==> config.mk <==
export PLATFORM = sky130hd
export DESIGN_NAME = etapa_memoria
export DESIGN_NICKNAME = d
export VERILOG_FILES = /design/src/rtl/etapa_memoria_pkg.sv /design/src/rtl/etapa_memoria_alineador_carga.sv /design/src/rtl/etapa_memoria.sv
export SDC_FILE = /design/constraint.sdc
export NUM_CORES = 1
export LEC_CHECK = 0
export ABC_CLOCK_PERIOD_IN_PS = 5950
export CORE_ASPECT_RATIO = 1.5
export CORE_MARGIN = 3
export CORE_UTILIZATION = 50
export CTS_BUF_LIST = sky130_fd_sc_hd__clkbuf_8 sky130_fd_sc_hd__clkbuf_16
export DETAILED_ROUTE_END_ITERATION = 8
export PLACE_DENSITY = 0.9
export SLEW_MARGIN = 10
export SYNTH_ARGS = -nofsm -noshare
export SYNTH_HDL_FRONTEND = slang
export SYNTH_SLANG_ARGS = --single-unit
==> constraint.sdc <==
create_clock -name clk -period 5.95 [get_ports clk]
set_input_delay 1.4875 -clock clk [delete_from_list [all_inputs] [get_ports clk]]
set_output_delay 1.4875 -clock clk [all_outputs]
set_load 0.01 [all_outputs]
==> src/rtl/etapa_memoria_pkg.sv <==
// Shared encodings for the MEM stage: access sizes and FSM states.
package etapa_memoria_pkg;

  localparam logic [1:0] SIZE_WORD = 2'b00;
  localparam logic [1:0] SIZE_HALF = 2'b01;
  localparam logic [1:0] SIZE_BYTE = 2'b10;
  localparam logic [1:0] SIZE_RSVD = 2'b11;

  typedef enum logic {
    ST_IDLE   = 1'b0,
    ST_ACCESS = 1'b1
  } state_t;

endpackage

==> src/rtl/etapa_memoria_alineador_carga.sv <==
// Load aligner: selects the addressed byte/halfword lane of the read word
// and sign- or zero-extends it to 32 bits. Words pass through unchanged.
module alineador_carga
  import etapa_memoria_pkg::*;
(
  input  logic [31:0] i_rdata,
  input  logic [1:0]  i_addr_lo,
  input  logic [1:0]  i_size,
  input  logic        i_unsigned,
  output logic [31:0] o_data
);

  logic [7:0]  w_byte;
  logic [15:0] w_half;

  // Lane select plus extension
  always_comb begin
    case (i_addr_lo)
      2'd0:    w_byte = i_rdata[7:0];
      2'd1:    w_byte = i_rdata[15:8];
      2'd2:    w_byte = i_rdata[23:16];
      default: w_byte = i_rdata[31:24];
    endcase
    w_half = i_addr_lo[1] ? i_rdata[31:16] : i_rdata[15:0];
    o_data = i_rdata;
    case (i_size)
      SIZE_BYTE: o_data = {{24{w_byte[7] & ~i_unsigned}}, w_byte};
      SIZE_HALF: o_data = {{16{w_half[15] & ~i_unsigned}}, w_half};
      default:   o_data = i_rdata;
    endcase
  end

endmodule

==> src/rtl/etapa_memoria.sv <==
// MIPS MEM stage: issues aligned loads/stores on a req/ack data bus,
// stalls upstream while an access is outstanding, aborts on misalignment
// or timeout, and holds the MEM/WB pipeline register.
module etapa_memoria
  import etapa_memoria_pkg::*;
#(
  parameter int unsigned TIMEOUT = 255,
  parameter int unsigned TO_W    = 16
) (
  input  logic        clk,
  input  logic        rst_n,
  input  logic        valid_in,
  input  logic [31:0] alu_result,
  input  logic [31:0] write_data,
  input  logic        mem_read,
  input  logic        mem_write,
  input  logic [1:0]  mem_size,
  input  logic        mem_unsigned,
  input  logic        mem_to_reg,
  input  logic        reg_write,
  input  logic [4:0]  write_reg,
  output logic        mem_req,
  output logic        mem_we,
  output logic [31:0] mem_addr,
  output logic [3:0]  mem_be,
  output logic [31:0] mem_wdata,
  input  logic [31:0] mem_rdata,
  input  logic        mem_ack,
  output logic        stall_mem,
  output logic        addr_error,
  output logic        bus_error,
  output logic        wb_valid,
  output logic [31:0] wb_alu_result,
  output logic [31:0] wb_read_data,
  output logic        wb_mem_to_reg,
  output logic        wb_reg_write,
  output logic [4:0]  wb_write_reg
);

  state_t          r_state, w_next;
  logic [TO_W-1:0] r_cnt;
  logic            w_memop, w_misalign, w_go, w_stall, w_timeout;
  logic [3:0]      w_be;
  logic [31:0]     w_wdata, w_load;

  // Instruction captured at request time, consumed when the access ends
  logic [31:0] r_op_alu;
  logic [1:0]  r_op_size;
  logic        r_op_uns, r_op_load, r_op_m2r, r_op_rw;
  logic [4:0]  r_op_wr;

  assign w_memop    = valid_in & (mem_read | mem_write);
  assign w_misalign = (mem_size == SIZE_RSVD)
                    | ((mem_size == SIZE_HALF) & alu_result[0])
                    | ((mem_size == SIZE_WORD) & (|alu_result[1:0]));
  assign w_timeout  = (r_cnt == TO_W'(TIMEOUT));

  // State register
  always_ff @(posedge clk or negedge rst_n) begin
    if (!rst_n) r_state <= ST_IDLE;
    else        r_state <= w_next;
  end

  // Next state and stall; stall is released in the ack or timeout cycle
  // so upstream advances on the same edge that loads MEM/WB.
  always_comb begin
    w_next  = r_state;
    w_go    = 1'b0;
    w_stall = 1'b0;
    case (r_state)
      ST_IDLE: begin
        if (w_memop && !w_misalign) begin
          w_go    = 1'b1;
          w_stall = 1'b1;
          w_next  = ST_ACCESS;
        end
      end
      ST_ACCESS: begin
        if (mem_ack || w_timeout) w_next  = ST_IDLE;
        else                      w_stall = 1'b1;
      end
      default: w_next = ST_IDLE;
    endcase
  end

  // Gated by reset so the combinational stall is also 0 while in reset
  assign stall_mem = w_stall & rst_n;

  // Store lane replication and byte enables
  always_comb begin
    w_be    = 4'b1111;
    w_wdata = write_data;
    case (mem_size)
      SIZE_BYTE: begin
        w_be    = 4'b0001 << alu_result[1:0];
        w_wdata = {4{write_data[7:0]}};
      end
      SIZE_HALF: begin
        w_be    = alu_result[1] ? 4'b1100 : 4'b0011;
        w_wdata = {2{write_data[15:0]}};
      end
      default: ;
    endcase
  end

  alineador_carga u_alineador (
    .i_rdata    (mem_rdata),
    .i_addr_lo  (r_op_alu[1:0]),
    .i_size     (r_op_size),
    .i_unsigned (r_op_uns),
    .o_data     (w_load)
  );

  // Bus request, timeout counter, error pulses and MEM/WB register
  always_ff @(posedge clk or negedge rst_n) begin
    if (!rst_n) begin
      r_cnt         <= '0;
      mem_req       <= 1'b0;
      mem_we        <= 1'b0;
      mem_addr      <= '0;
      mem_be        <= '0;
      mem_wdata     <= '0;
      addr_error    <= 1'b0;
      bus_error     <= 1'b0;
      wb_valid      <= 1'b0;
      wb_alu_result <= '0;
      wb_read_data  <= '0;
      wb_mem_to_reg <= 1'b0;
      wb_reg_write  <= 1'b0;
      wb_write_reg  <= '0;
      r_op_alu      <= '0;
      r_op_size     <= '0;
      r_op_uns      <= 1'b0;
      r_op_load     <= 1'b0;
      r_op_m2r      <= 1'b0;
      r_op_rw       <= 1'b0;
      r_op_wr       <= '0;
    end else begin
      addr_error <= 1'b0;
      bus_error  <= 1'b0;
      case (r_state)
        ST_IDLE: begin
          wb_alu_result <= alu_result;
          wb_read_data  <= '0;
          wb_mem_to_reg <= mem_to_reg;
          wb_write_reg  <= write_reg;
          if (w_go) begin
            r_cnt        <= '0;
            mem_req      <= 1'b1;
            mem_we       <= mem_write;
            mem_addr     <= {alu_result[31:2], 2'b00};
            mem_be       <= w_be;
            mem_wdata    <= w_wdata;
            r_op_alu     <= alu_result;
            r_op_size    <= mem_size;
            r_op_uns     <= mem_unsigned;
            r_op_load    <= mem_read;
            r_op_m2r     <= mem_to_reg;
            r_op_rw      <= reg_write;
            r_op_wr      <= write_reg;
            wb_valid     <= 1'b0;
            wb_reg_write <= 1'b0;
          end else if (w_memop) begin
            addr_error   <= 1'b1;
            wb_valid     <= 1'b1;
            wb_reg_write <= 1'b0;
          end else begin
            wb_valid     <= valid_in;
            wb_reg_write <= reg_write;
          end
        end
        ST_ACCESS: begin
          if (mem_ack || w_timeout) begin
            mem_req       <= 1'b0;
            wb_valid      <= 1'b1;
            wb_alu_result <= r_op_alu;
            wb_mem_to_reg <= r_op_m2r;
            wb_write_reg  <= r_op_wr;
            if (mem_ack) begin
              wb_read_data <= r_op_load ? w_load : '0;
              wb_reg_write <= r_op_rw;
            end else begin
              bus_error    <= 1'b1;
              wb_read_data <= '0;
              wb_reg_write <= 1'b0;
            end
          end else begin
            r_cnt    <= r_cnt + 1'b1;
            wb_valid <= 1'b0;
          end
        end
        default: ;
      endcase
    end
  end

endmodule
### Word level (Yosys, flattened, before mapping)

Index checks and enable logic that the tools add are counted.

* register bits after elaboration: 202
* input port bits: 112
* logic and storage cells: 96

* add/subtract/negate cells: 1
* equality and inequality tests: 11
* shifts and indexed selects: 1
* multiplexer cells: 41
* bitwise gates (word level): 11
* reduce and logical (&&, ||, !) cells: 9

Operators with widths (number)
* one-hot mux 32 bit (2 select lines): 4
* 2-to-1 mux 32 bit: 4
* 2-to-1 mux 16 bit: 3
* one-hot mux 16 bit (2 select lines): 1
* one-hot mux 8 bit (3 select lines): 1
* 2-to-1 mux 1 bit: 19
* adder 16 x 1 -> 16 bit, second input constant: 1
* equality test 16 x 8 -> 1 bit, second input constant: 1
* one-hot mux 1 bit (2 select lines): 5
* one-hot mux 5 bit (2 select lines): 1
* equality test 2 bit, second input constant: 4
* one-hot mux 4 bit (2 select lines): 1
* bitwise AND 1 bit: 6
* equality test 2 x 1 -> 1 bit, second input constant: 3
* AND reduction 2 bit: 3
* 2-to-1 mux 5 bit: 1
* zero test 2 bit: 2
* 2-to-1 mux 4 bit: 1
* != test 2 bit, second input constant: 2
* left shift 1 x 2 -> 4 bit, first input constant: 1
* bitwise OR 1 bit: 3
* != test 2 x 1 -> 1 bit, second input constant: 1
* inverter 1 bit: 2
* OR reduction 2 bit: 1
* 3 further kinds: 3

### Longest topological paths before layout

Gate-level depths: netlist of the first run.

* word-level depth: 10
* mapped depth: 8
* gate-level depth less buffers: 7

### Hierarchy

From an unflattened synthesis of the first run, not the netlist that was laid out.

* cell total of the unflattened synthesis: 925
* area, all modules: 8588.2 um^2

By module, submodules not included
* etapa_memoria: instances 1, cells an instance 812, area each 7876.3 um^2, seq. area each 4304.1 um^2
* alineador_carga: instances 1, cells an instance 113, area each 711.9 um^2, seq. area each 0.0 um^2

### Worst setup path after synthesis of the first run

Ideal clock, no wire load.

* path type: input port to output port
* from: in mem_size[1]
* to: out stall_mem
* arrival: 2.739 ns
* required time: 4.463 ns
* setup slack: 1.723 ns
* cell stages on the path: 7
* buffers on the path: 0
* cell sequence: inv_1 ha_1 a21o_1 a2111oi_4 nor2_4 inv_1 and2_1

* cells in the longest elaborated chain, start to end: 9
* elaborated cells on any way between the ends: 12
* those cells by class: eq/ne (2); mux (2); bitwise (5); reduce/logical (3)

RTL lines
* start, declared: line etapa_memoria.sv:17 `input logic [1:0] mem_size,`
* equality test 2 x 1 -> 1 bit: line etapa_memoria.sv:54 `| ((mem_size == SIZE_HALF) & alu_result[0])`
* bitwise AND 1 bit: line etapa_memoria.sv:54
* bitwise OR 1 bit: line etapa_memoria.sv:54
* bitwise OR 1 bit (*): line etapa_memoria.sv:55 `| ((mem_size == SIZE_WORD) & (|alu_result[1:0]));`
* zero test 1 bit (*): line etapa_memoria.sv:72 `if (w_memop && !w_misalign) begin`
* logical AND 1 bit (*): line etapa_memoria.sv:72
* 2-to-1 mux 1 bit (*)
* one-hot mux 1 bit (2 select lines) (*)
* named net w_next: line etapa_memoria.sv:40 `state_t r_state, w_next;`
* bitwise AND 1 bit (*): line etapa_memoria.sv:87 `assign stall_mem = w_stall & rst_n;`
* end, declared: line etapa_memoria.sv:29 `output logic stall_mem,`

The timed path passes the listed nets; every way through them passes the cells marked *.

### Final worst setup path of the first run

Same ends and word-level chain as after synthesis.

==> results of run 1 <==
-- cell type report --
cell class              instances  share of cell area [%]
well taps                     203                    2.27
clock inverters                13                    1.40
repair buffers                264                    23.4
multi-input cells             547                    29.9
inverters                      16                   0.537
clock buffers                  18                    3.93
flip-flops and latches        172                    38.5
-- cells in the mapped netlist, types with 2 or more instances --
cell	number	area share, %
sky130_fd_sc_hd__xnor2_1	2	0.21
sky130_fd_sc_hd__nor4_1	4	0.31
sky130_fd_sc_hd__o22ai_1	3	0.23
sky130_fd_sc_hd__inv_1	16	0.73
sky130_fd_sc_hd__and2_1	5	0.38
sky130_fd_sc_hd__nand2b_1	4	0.31
sky130_fd_sc_hd__or4_1	4	0.37
sky130_fd_sc_hd__a22oi_1	8	0.73
sky130_fd_sc_hd__nand2_1	201	9.2
sky130_fd_sc_hd__nand3_1	7	0.43
sky130_fd_sc_hd__clkbuf_1	37	1.7
sky130_fd_sc_hd__mux2i_1	5	0.61
sky130_fd_sc_hd__buf_1	5	0.23
sky130_fd_sc_hd__o21ai_0	80	4.9
sky130_fd_sc_hd__and3_1	6	0.46
sky130_fd_sc_hd__nor3_1	7	0.43
sky130_fd_sc_hd__a211oi_1	2	0.18
sky130_fd_sc_hd__a221oi_1	7	0.75
sky130_fd_sc_hd__a211o_1	4	0.43
sky130_fd_sc_hd__a21o_1	10	0.92
sky130_fd_sc_hd__nor2_1	10	0.46
sky130_fd_sc_hd__buf_4	32	2.9
sky130_fd_sc_hd__nand4_1	4	0.31
sky130_fd_sc_hd__dfrtp_1	172	53
sky130_fd_sc_hd__a21oi_1	26	1.6
sky130_fd_sc_hd__a221o_1	48	5.9
sky130_fd_sc_hd__mux4_2	8	2.2
sky130_fd_sc_hd__ha_1	7	1.1
sky130_fd_sc_hd__o21a_1	3	0.28
sky130_fd_sc_hd__buf_2	14	0.86
sky130_fd_sc_hd__mux2_2	16	2.2
sky130_fd_sc_hd__a31oi_1	4	0.31
sky130_fd_sc_hd__nor2b_1	40	3.1
sky130_fd_sc_hd__nand3b_1	2	0.18
sky130_fd_sc_hd__o31ai_1	3	0.28
sky130_fd_sc_hd__o211ai_1	2	0.18
-- how the worst min path moves through the flow --
stage / start / to / depth (start not counted)
2_1_floorplan: r_op_load / r_op_load / 2
3_3_place_gp: mem_wdata[7] / mem_wdata[7] / 2
3_5_place_dp: mem_wdata[3] / mem_wdata[3] / 2
4_1_cts: wb_read_data[8] / wb_read_data[8] / 1
5_1_grt: wb_read_data[8] / wb_read_data[8] / 1
6_report: wb_read_data[8] / wb_read_data[8] / 1
-- cell usage in the layout (no fill, tap or decap), types with 3 or more instances in the layout --
cell,n
sky130_fd_sc_hd__inv_6,3
sky130_fd_sc_hd__nor2b_1,40
sky130_fd_sc_hd__nand3_1,7
sky130_fd_sc_hd__mux2_2,16
sky130_fd_sc_hd__clkdlybuf4s50_1,253
sky130_fd_sc_hd__nand2b_1,4
sky130_fd_sc_hd__and2_1,5
sky130_fd_sc_hd__buf_4,10
sky130_fd_sc_hd__clkbuf_16,17
sky130_fd_sc_hd__nor3_1,7
sky130_fd_sc_hd__a221o_1,48
sky130_fd_sc_hd__and3_1,6
sky130_fd_sc_hd__clkinvlp_4,4
sky130_fd_sc_hd__nand2_1,201
sky130_fd_sc_hd__o21a_1,3
sky130_fd_sc_hd__inv_1,16
sky130_fd_sc_hd__a22oi_1,8
sky130_fd_sc_hd__a31oi_1,4
sky130_fd_sc_hd__o22ai_1,3
sky130_fd_sc_hd__a21oi_1,26
sky130_fd_sc_hd__mux4_2,8
sky130_fd_sc_hd__ha_1,7
sky130_fd_sc_hd__mux2i_1,5
sky130_fd_sc_hd__o31ai_1,3
sky130_fd_sc_hd__a211o_1,4
sky130_fd_sc_hd__or4_1,4
sky130_fd_sc_hd__dfrtp_1,172
sky130_fd_sc_hd__o21ai_0,80
sky130_fd_sc_hd__a221oi_1,7
sky130_fd_sc_hd__a21o_1,10
sky130_fd_sc_hd__nor4_1,4
sky130_fd_sc_hd__nor2_1,10
sky130_fd_sc_hd__nand4_1,4
-- power groups by stage --
stage	Clock, mW	Sequential [mW]	Combinational, mW
finish	1.12	1.55	1.11
global placement	0	1.56	1.08
CTS	1.14	1.55	1.12
floorplan	0	1.58	0.535
global route	1.19	1.58	1.20
detailed placement	0	1.57	1.11
-- stage by stage --
step	total power, mW	cell area [µm²]	hold WS, ns	instances	worst slack, ns
after floorplan	2.11	8190	0.439	824	1.72
after global placement	2.64	10600	0.458	1202	0.529
after detailed placement	2.68	10600	0.462	1202	0.478
after CTS	3.81	11200	0.480	1233	0.466
after global routing	3.97	11200	0.487	1233	0.324
final	3.78	11200	0.475	1233	0.442
-- per-layer routing --
| layer | up-vias | global-route usage [%] |
|---|---|---|
| met5 | - | 0 |
| met4 | 0 | 13.4 |
| met3 | 64 | 5.65 |
| met2 | 334 | 45.1 |
| met1 | 3434 | 31.6 |
| li1 | 3243 | - |
-- critical path: cells and delay by family --
family | cells | cell delay, ns
compound gates | 2 | 0.71
fa+ha+maj | 1 | 0.34
buf+inv | 4 | 1.25
simple gates | 2 | 0.23
-- logic make-up after synthesis --
| group | Yosys count | synth area share [%] |
|---|---|---|
| XOR/XNOR | 2 | 0.214 |
| buffers and inverters | 105 | 6.59 |
| AO/OA/AOI/OAI | 208 | 17.9 |
| AND/OR/NAND/NOR | 299 | 16.5 |
| multiplexers | 29 | 5.02 |
| adder cells (fa/ha/maj) | 7 | 1.07 |
| other | 1 | 0.0458 |
| flip-flops | 172 | 52.6 |
==> impl_summary.md, run 1 <==
Flow run
The number of violations of the max-capacitance limit is 0.

Floorplan
From left edge to right edge, the die measures 110 µm. The floorplan step defined a die boundary enclosing about 18,000 µm². The effective utilization at floorplan is 51.7%. The vertical extent of the die is approximately 160 µm. The total number of placement rows is 56.

The core region is ~16,000 µm². During I/O placement, the number of pins put on the boundary was 257.

Setup path
The worst register-to-register path ends at wb_read_data[10]. At the worst endpoint, the required time is 4.46 ns. In this run the critical register-to-register path is launched from r_op_alu[1]. The cell count of the worst reg-to-reg path is 4. Traced cell by cell, the critical path runs through clkdlybuf4s50_1 -> inv_1 -> ha_1 -> a21o_1 -> a2111oi_4 -> nor2_4 -> inv_1 -> and2_1 -> clkdlybuf4s50_1. The critical path starts at mem_size[1]. Setup slack on the worst reg-to-reg path comes out at 3.17 ns. The category of the critical setup timing path is in -> out. On the worst path, the slowest cell contributes a delay of 0.53 ns. The critical path ends at stall_mem. On the critical path, the stage with the largest delay is an instance of sky130_fd_sc_hd__clkdlybuf4s50_1. Of all nets on the critical path, the largest fanout is 13. STA puts the critical path data arrival time at ~4 ns.

STA classifies the critical path startpoint as a primary input. The nature of the critical path endpoint is an output pin.

STA
The final-layout setup total negative slack is 0 ns. The clock arrives with 0.00909 ns of skew. The max-slew violation count is 0. The maximum frequency from static timing analysis is 182 MHz. After layout, the worst path uses between 90% and 100% of the clock period. The worst pin sits at a relative slew slack of 31.7%. Setup repair after global routing left no endpoint under its margin. At the pin with the least slew margin, the transition time is ~1.0 ns.

Setup violations remaining at the end of the flow were counted as 0. The time the final worst path needs with I/O delays and setup is 5.51 ns. The count of final hold-check violations is 0.

Clocking
The hold buffer count at CTS is 0. The deepest clock path buffer count is 2. The clock root buffer is sky130_fd_sc_hd__clkbuf_16.

The total number of clock tree sinks is 172. The CTS tree is yes. The clock latency reported for the late side of the worst-skew pair is 0.43 ns. After clock tree synthesis, the clock-pin slew on the worst setup and hold paths is 0.07 ns. The total number of H-tree levels is 4. The number of resized instances in the post-cts repair step is 0.

Once the clock tree was built, the setup fixing pass inserted 0 buffers. Clock tree synthesis inserted a total of 17 buffers.

Cells and area
The area growth from synthesis to layout is 36.6%. In the final layout, the share of cells above drive strength 1 is 7.28%. Cells fill 70.6% of the core in the end.

0 antenna diodes ended up in the layout. The area of the multi-input gates is 3340 µm². The footprint of the flip-flops and latches is roughly 4300 µm². The net total in the final layout is between 1,000 and 1,500. After filler insertion, the fill cell instance count of the layout stands at approximately 1,200.

Place
Detailed placement ended at an HPWL of 16,600 µm. Routability-driven placement finished with a final weighted congestion of 0.877. The number of buffer cells added on primary ports is between 200 and 300.

Synth
The fraction of synthesis flops using an asynchronous set or reset pin is 100%. The synthesized cell area is 8180 µm². For this run, the register share of the synthesized area comes to 52.6%. Synthesis inferred 172 register bits. Among all flip-flop cells after synthesis, the most frequent one is sky130_fd_sc_hd__dfrtp_1. The synthesis warning total is 0.

The per-instance average area after synthesis is 9.94 µm². Counting every instance in the synthesized netlist gives 823. The number of synthesized flops with an enable pin is 0. The number of different library cells in the post-synthesis netlist is 51.

Route
The routed layout has 7,075 vias. In this run the top signal layer used is met4. The detailed-routing iteration count for the pre-antenna-repair pass is 5. Using the TritonRoute via totals, the vias-per-cell ratio works out to around 5.7. The routed length on met2 is 12,000 µm.

The DRC marker count from the first detailed-route iteration is 542. The detailed router put a total of 9230 µm of wire on met1. The antenna violation net count after detailed routing is 0.

The post-detailed-route DRC marker count is 0. The met3 wire length is around 1400 µm. The routed design has 23,700 µm of wire. In the final routed layout, each cell accounts on average for 19.2 µm.

Pwr
The power density normalized to cell area is around 340 nW/µm². The net switching component of the power is between 1 and 1.5 mW. The leakage power is ~5 nW.

The share of total power dissipated in sequential elements is 41.0%. Net switching is 31.3% of the power. Cell internal power was estimated by the tool at 2.60 mW. Of the total power, the clock network draws 29.7%. The worst-case IR drop observed on VDD is about 0.20 mV. The part of the power in combinational logic is between 20% and 30%.

Run status
The run finished with clean final reports.

Global route
The number of global-route vias before repair is 7,286. The maximum number of pins on one net before global-route repair is 78. The remaining global-route overflow is 0. The wire length of the first global-routing pass is 38,000 µm. For this run, the total global-route usage over all layers was measured as 26.4%. The initial antenna violation count is 0.

Hold path
The worst hold path belongs to the class reg -> reg.
(Power assumes the default switching activity.)
==> inputs of run 2 (changes only) <==
--- a/config.mk
+++ b/config.mk
@@ -8,3 +8,3 @@
 export ABC_CLOCK_PERIOD_IN_PS = 5950
-export CORE_ASPECT_RATIO = 1.5
+export CORE_ASPECT_RATIO = 1.25
 export CORE_MARGIN = 3
--- a/constraint.sdc
+++ b/constraint.sdc
@@ -3,2 +3,2 @@
 set_output_delay 1.4875 -clock clk [all_outputs]
-set_load 0.01 [all_outputs]
+set_load 0.1 [all_outputs]
==> run 2 against run 1 <==
Net effect:
- non-clock buffer count down 2
- total power up 37%
- worst setup slack better by 0.36 ns
- global-route usage up 0.33 points
- combinational power up 120%
- worst hold slack better by 0.0041 ns
- via count up 0.82%
- sequential share of layout area down 0.18 points
- critical endpoint unchanged
- largest cell class unchanged
- highest routed layer unchanged
==> impl_summary.md, run 2 (synthesis results as in run 1) <==
Cells and area
The leading cell type in the layout, fill and taps excluded is sky130_fd_sc_hd__clkdlybuf4s50_1 (unchanged). Most frequent cells in the layout: sky130_fd_sc_hd__clkdlybuf4s50_1 (252), sky130_fd_sc_hd__nand2_1 (201), sky130_fd_sc_hd__dfrtp_1 (171), sky130_fd_sc_hd__o21ai_0 (80), sky130_fd_sc_hd__a221o_1 (48) (was sky130_fd_sc_hd__clkdlybuf4s50_1 (253), sky130_fd_sc_hd__nand2_1 (201), sky130_fd_sc_hd__dfrtp_1 (172), sky130_fd_sc_hd__o21ai_0 (80), sky130_fd_sc_hd__a221o_1 (48)). The area growth from synthesis to layout came to 37.3% (was 36.6%). The footprint of the flip-flops and latches is 4310 µm² (was 4300 µm²).

The number of filler instances in the final layout is 1,152 (was 1,162). The number of antenna diodes was 0 (unchanged). The share of the core filled with cells in the final layout was 71.0% (was 70.6%).

The final non-filler cell area is 11,200 µm² (about the same). The final non-filler cell total was 1,241 (was 1,233). The net total in the final layout came to 1,135 (was 1,137). The area of the multi-input gates is 3350 µm² (was 3340 µm²). The proportion of layout cells with a drive suffix above 1 is 7.48% (was 7.28%).

Pwr
The portion of total power attributed to the clock network came to 23.6% (was 29.7%). The maximum vdd drop came to 0.311 mV (was 0.200 mV). The net switching component of the power is 2.49 mW (was 1.18 mW). The leakage power was 5.02 nW (was 4.99 nW). The part of the power in combinational logic is 46.2% (was 29.3%).

The power density normalized to cell area is 461 nW/µm² (was 339 nW/µm²). The switching part of the total is 48.2% (was 31.3%). The internal power summed over all cells is 2.68 mW (was 2.60 mW).

The sequential power share came to 30.2% (was 41.0%).

Clocking
The clock root buffer is sky130_fd_sc_hd__clkbuf_16 (unchanged). The clock latency reported for the late side of the worst-skew pair was 0.43 ns (about the same). The total number of H-tree levels is 4 (unchanged). The CTS tree is yes (unchanged). The total number of clock tree sinks is 172 (unchanged). The number of CTS-inserted buffers is 17 (unchanged). The hold buffer count at CTS was 0 (unchanged). The number of resized instances in the post-cts repair step is 0 (unchanged). The setup fix buffers added after clock tree synthesis was 0 (unchanged). The clock edge transition at the registers on the reported setup and hold paths is 0.06 ns (was 0.07 ns). The deepest clock path buffer count is 2 (unchanged).

Setup path
The largest fanout of any net on the critical path is 13 (unchanged). List of cells traversed by the critical path: clkdlybuf4s50_1 -> inv_1 -> ha_1 -> a21o_1 -> a2111oi_4 -> nor2_4 -> inv_1 -> and2_1 -> buf_12 (was clkdlybuf4s50_1 -> inv_1 -> ha_1 -> a21o_1 -> a2111oi_4 -> nor2_4 -> inv_1 -> and2_1 -> clkdlybuf4s50_1). The category of the critical setup timing path was in -> out (unchanged).

The critical path required time is 4.46 ns (about the same). The largest incremental delay on the critical path is 0.53 ns (about the same). The cell count of the worst reg-to-reg path is 4 (unchanged). The slowest library cell on the worst path is sky130_fd_sc_hd__clkdlybuf4s50_1 (unchanged). The data arrival time of the critical path is 3.66 ns (was 4.02 ns). Among the stages of the critical path, the cell type that occurs most often is sky130_fd_sc_hd__inv_1. The nature of the critical path endpoint is an output pin (unchanged).

The startpoint kind of the worst setup timing path was a primary input (unchanged).

Route
The antenna violation net count after detailed routing came to 0 (unchanged). The total wire length after detailed routing came to 24,100 µm (was 23,700 µm). The DRC marker count from the first detailed-route iteration came to 719 (was 542). The detailed-routing iteration count for the pre-antenna-repair pass came to 5 (unchanged). The post-detailed-route DRC marker count is 0 (unchanged). The detail-routed via count per cell is 5.75 (was 5.74). The via count is 7,133 (was 7,075). The wire length per cell after detailed routing is 19.4 µm (was 19.2 µm).

Place
The detailed placement HPWL is 16,200 µm (was 16,600 µm). The post-place instance area is 10,600 µm² (about the same). The last weighted congestion value of the routability-driven placer is 0.844 (was 0.877). The instance count after placement with tap cells included is 1,209 (was 1,202). The number of buffer cells added on primary ports came to 254 (unchanged).

Floorplan
The floorplan die area is 17,900 µm² (was 18,000 µm²). The area of the core is 15,800 µm² (about the same). The count of pins on the block boundary is 257 (unchanged). The vertical extent of the die is 149 µm (was 163 µm). The effective utilization at floorplan is 51.7% (about the same).

The total number of placement rows is 51 (was 56). The die width is 120 µm (was 110 µm).

Flow run
The number of violations of the max-capacitance limit came to 0 (unchanged).

Run status
Run status: finished clean (unchanged).

STA
Unrepaired setup endpoints after global routing: false (unchanged). The transition time of the tightest slew-check pin is 1.06 ns (was 1.02 ns). The worst setup skew after layout is 0.0122 ns (was 0.00909 ns). The max-slew headroom at the worst pin came to 29.1% (was 31.7%). The total of endpoints with negative setup slack in the final report is 0 (unchanged). The count of final hold-check violations is 0 (unchanged).

The worst-case hold slack is 0.480 ns (was 0.475 ns). The final-layout setup total negative slack was 0 ns (unchanged). The time the final worst path needs with I/O delays and setup is 5.15 ns (was 5.51 ns).

The maximum frequency from static timing analysis is 194 MHz (was 182 MHz). The max-slew violation count was 0 (unchanged). The part of the cycle the worst path needs was 86.5% (was 92.6%).

Global route
The remaining global-route overflow is 0 (unchanged). The total track usage came to 26.8% (was 26.4%). The maximum number of pins on one net before global-route repair is 78 (unchanged). The wire length of the first global-routing pass is 37,700 µm (was 38,000 µm). The initial antenna violation count is 0 (unchanged).

The number of global-route vias before repair is 6,933 (was 7,286).

Hold path
The number of instances on the worst hold path was 1 (unchanged). The path class of the lowest-slack min-delay path is reg -> reg (unchanged).
[run 2: cell count changes in the layout (fill, tap and decap cells not counted), moves of 2 or more]
cell,change
sky130_fd_sc_hd__buf_4,-2
sky130_fd_sc_hd__bufinv_16,+2
sky130_fd_sc_hd__clkinvlp_4,-4
sky130_fd_sc_hd__inv_6,+3
sky130_fd_sc_hd__inv_8,-2
[run 2: worst paths after layout]
| kind | start | to | slack (ns) |
|---|---|---|---|
| worst max-delay path | mem_size[1] | stall_mem | 0.80 |
| worst min-delay path | wb_read_data[14] | wb_read_data[14] | 0.48 |
| max in group asynchronous | rst_n | wb_read_data[9] | 3.69 |
| min in group asynchronous | rst_n | wb_read_data[20] | 0.94 |
| worst min register to register | wb_read_data[14] | wb_read_data[14] | 0.48 |
| worst max register to register | r_op_alu[1] | wb_read_data[13] | 3.10 |
[run 2: power by group through the flow]
stage / Clock, mW / Sequential [mW] / Combinational (mW)
final: 1.22 / 1.56 / 2.39
after global routing: 1.29 / 1.60 / 2.48
after CTS: 1.24 / 1.56 / 2.39
after detailed placement: 0 / 1.58 / 2.39
after global placement: 0 / 1.57 / 2.36
after floorplan: 0 / 2.47 / 0.924
[run 2: routing by layer]
layer  GRT usage, %  vias to the layer above  part of all wire, %
met2           44.1                      368                   50
met4           10.5                        0                  3.3
met3           8.35                       59                  8.7
li1               -                     3252                    -
met5              0                        -                    0
met1           33.0                     3454                   38
[run 2: area by class of cell]
cell class,count,area share (%)
Clock buffer,18,3.91
Clock inverter,14,1.82
Inverter,16,0.535
Multi-Input combinational cell,547,29.8
Sequential cell,172,38.3
Tap cell,212,2.36
Timing Repair Buffer,262,23.3
[run 2: worst max-delay path: cells and delay by family]
kind / cells / cell delay (ns)
AND/OR/NAND/NOR: 2 / 0.25
adder cells (fa/ha/maj): 1 / 0.35
AO/OA/AOI/OAI: 2 / 0.69
buffers and inverters: 4 / 0.87
[run 2: per-stage QoR]
step / total power, mW / setup slack, ns
2_1_floorplan: 3.40 / 1.13
3_3_place_gp: 3.93 / 0.886
3_5_place_dp: 3.96 / 0.855
4_1_cts: 5.20 / 0.798
5_1_grt: 5.37 / 0.690
6_report: 5.17 / 0.805
==> inputs of run 3 (changes only) <==
- RECOVER_POWER: not set -> 50
==> run 3 against run 2 <==
Net effect:
- the flow now finishes with violations (capacitance limit, slew limit)
- clock-buffer cell count is the same
- global-route usage stayed put
- die area did not move
- critical endpoint unchanged
==> impl_summary.md, run 3 (synthesis results as in run 1) <==
Setup path
The critical path required time was 4.46 ns (about the same). The category of the critical setup timing path is in -> out (unchanged). The largest fanout of any net on the critical path is 13 (unchanged).

The nature of the critical path endpoint was an output pin (unchanged). The startpoint kind of the worst setup timing path is a primary input (unchanged). The data arrival time of the critical path is 3.73 ns (was 3.66 ns).

Pwr
The total power consumption of the routed design came to 5.17 mW (about the same). The power density normalized to cell area is 461 nW/µm² (about the same). The maximum vdd drop is 0.311 mV (about the same). The leakage power is 5.01 nW (was 5.02 nW).

Floorplan
The count of pins on the block boundary was 257 (unchanged). The effective utilization at floorplan is 51.7% (unchanged). The area of the core is 15,800 µm² (unchanged). The floorplan die area was 17,900 µm² (unchanged). The vertical extent of the die is 149 µm (unchanged).

The die width was 120 µm (unchanged). The total number of placement rows was 51 (unchanged).

STA
The worst setup skew after layout came to 0.0145 ns (was 0.0122 ns). Unrepaired setup endpoints after global routing: false (unchanged). The total of endpoints with negative setup slack in the final report was 0 (unchanged).

The count of final hold-check violations is 0 (unchanged). The time the final worst path needs with I/O delays and setup is 5.22 ns (was 5.15 ns). The final-layout setup total negative slack came to 0 ns (unchanged). The max-slew headroom at the worst pin is -35.3% (was 29.1%). The max-slew violation count is 294 (was 0). The maximum frequency from static timing analysis came to 192 MHz (was 194 MHz). The least setup slack across all paths after layout came to 0.730 ns (was 0.805 ns).

The transition time of the tightest slew-check pin was 2.03 ns (was 1.06 ns). The part of the cycle the worst path needs came to 87.7% (was 86.5%).

Place
The detailed placement HPWL came to 16,200 µm (unchanged). The number of buffer cells added on primary ports is 254 (unchanged). The placement-stage worst setup slack is 0.855 ns (unchanged). The last weighted congestion value of the routability-driven placer is 0.844 (unchanged).

Clocking
The setup fix buffers added after clock tree synthesis is 0 (unchanged). The hold buffer count at CTS is 0 (unchanged). The total number of clock tree sinks was 172 (unchanged). The number of resized instances in the post-cts repair step was 0 (unchanged). The clock root buffer is sky130_fd_sc_hd__clkbuf_16 (unchanged).

The CTS tree was yes (unchanged). The number of CTS-inserted buffers came to 17 (unchanged). The deepest clock path buffer count came to 2 (unchanged).

The clock edge transition at the registers on the reported setup and hold paths was 0.06 ns (about the same). The clock latency reported for the late side of the worst-skew pair is 0.44 ns (was 0.43 ns). The total number of H-tree levels is 4 (unchanged).

Cells and area
The net total in the final layout is 1,135 (unchanged). The proportion of layout cells with a drive suffix above 1 was 7.19% (was 7.48%). The number of filler instances in the final layout is 1,159 (was 1,152). The number of antenna diodes came to 0 (unchanged). The area growth from synthesis to layout is 37.0% (was 37.3%).

The leading cell type in the layout, fill and taps excluded is sky130_fd_sc_hd__clkdlybuf4s50_1 (unchanged). The share of the core filled with cells in the final layout is 70.8% (was 71.0%). Most frequent cells in the layout: sky130_fd_sc_hd__clkdlybuf4s50_1 (250), sky130_fd_sc_hd__nand2_1 (201), sky130_fd_sc_hd__dfrtp_1 (171), sky130_fd_sc_hd__o21ai_0 (80), sky130_fd_sc_hd__a221o_1 (48) (was sky130_fd_sc_hd__clkdlybuf4s50_1 (252), sky130_fd_sc_hd__nand2_1 (201), sky130_fd_sc_hd__dfrtp_1 (171), sky130_fd_sc_hd__o21ai_0 (80), sky130_fd_sc_hd__a221o_1 (48)).

Route
The detail-routed via count per cell came to 5.75 (about the same). The post-detailed-route DRC marker count is 0 (unchanged). The detailed-routing iteration count for the pre-antenna-repair pass is 5 (unchanged). The wire length per cell after detailed routing was 19.3 µm (was 19.4 µm).

The DRC marker count from the first detailed-route iteration is 685 (was 719). The total wire length after detailed routing is 24,000 µm (was 24,100 µm). The antenna violation net count after detailed routing was 0 (unchanged). The via count is 7,134 (was 7,133).

Global route
The wire length of the first global-routing pass is 37,700 µm (unchanged). The maximum number of pins on one net before global-route repair is 78 (unchanged). The remaining global-route overflow is 0 (unchanged). The number of global-route vias before repair is 6,933 (unchanged).

The total track usage was 26.8% (unchanged). The initial antenna violation count is 0 (unchanged).

Run status
Run status: finished with violations (was finished clean). The checks that failed: capacitance limit, slew limit.

Flow run
The number of violations of the max-capacitance limit is 5 (was 0).

Hold path
The path class of the lowest-slack min-delay path is reg -> reg (unchanged).
## run 3: cell types whose count changed in the layout (fill, tap and decap cells not counted), moves of 2 or more
| cell | delta |
|---|---|
| sky130_fd_sc_hd__clkbuf_2 | +3 |
| sky130_fd_sc_hd__buf_4 | -3 |
| sky130_fd_sc_hd__clkdlybuf4s50_1 | -2 |
| sky130_fd_sc_hd__dlygate4sd3_1 | +2 |
## run 3: worst max-delay path, cell delays in order
cell,delay (ns)
sky130_fd_sc_hd__dlygate4sd3_1,0.60
sky130_fd_sc_hd__inv_1,0.08
sky130_fd_sc_hd__ha_1,0.35
sky130_fd_sc_hd__a21o_1,0.29
sky130_fd_sc_hd__a2111oi_4,0.40
sky130_fd_sc_hd__nor2_4,0.08
sky130_fd_sc_hd__inv_1,0.08
sky130_fd_sc_hd__and2_1,0.17
sky130_fd_sc_hd__buf_12,0.19
## run 3: final cells by class
class / instances / area (µm²) / share of cell area [%]
Clock buffer: 18 / 439 / 3.92
Clock inverter: 14 / 204 / 1.82
Inverter: 16 / 60.1 / 0.536
Multi-Input combinational cell: 547 / 3340 / 29.8
Sequential cell: 172 / 4310 / 38.4
Tap cell: 212 / 265 / 2.37
Timing Repair Buffer: 262 / 2600 / 23.2
## run 3: layer usage
metal  share of wire (%)  wire [µm]  track usage (%)  vias up
met5                   0          0                0        -
met4                 3.1        752             10.5        0
met3                 9.2       2200             8.35       54
met2                  50      12100             44.1      371
met1                  37       8930             33.0     3454
li1                    -          -                -     3255
## run 3: power by group
group	switching (mW)	internal, mW
registers	0.181	1.38
logic	1.81	0.574
clock network	0.498	0.724
total	2.49	2.68
## run 3: metrics by stage
| step | cells | hold slack (ns) | cell area, µm² |
|---|---|---|---|
| floorplan | 824 | 0.439 | 8190 |
| global placement | 1209 | 0.450 | 10600 |
| detailed placement | 1209 | 0.463 | 10600 |
| CTS | 1241 | 0.482 | 11200 |
| global route | 1241 | 0.497 | 11200 |
| finish | 1241 | 0.480 | 11200 |
## run 3: worst paths after layout
path	startpoint	end	slack, ns	depth (start not counted)
setup / recovery	mem_size[1]	stall_mem	0.73	9
setup reg to reg	r_cnt[13]	r_cnt[13]	2.66	5
min in group asynchronous	rst_n	wb_read_data[20]	1.62	1
hold / removal	wb_read_data[9]	wb_read_data[9]	0.48	1
max in group asynchronous	rst_n	wb_read_data[9]	1.56	2
hold reg to reg	wb_read_data[9]	wb_read_data[9]	0.48	1
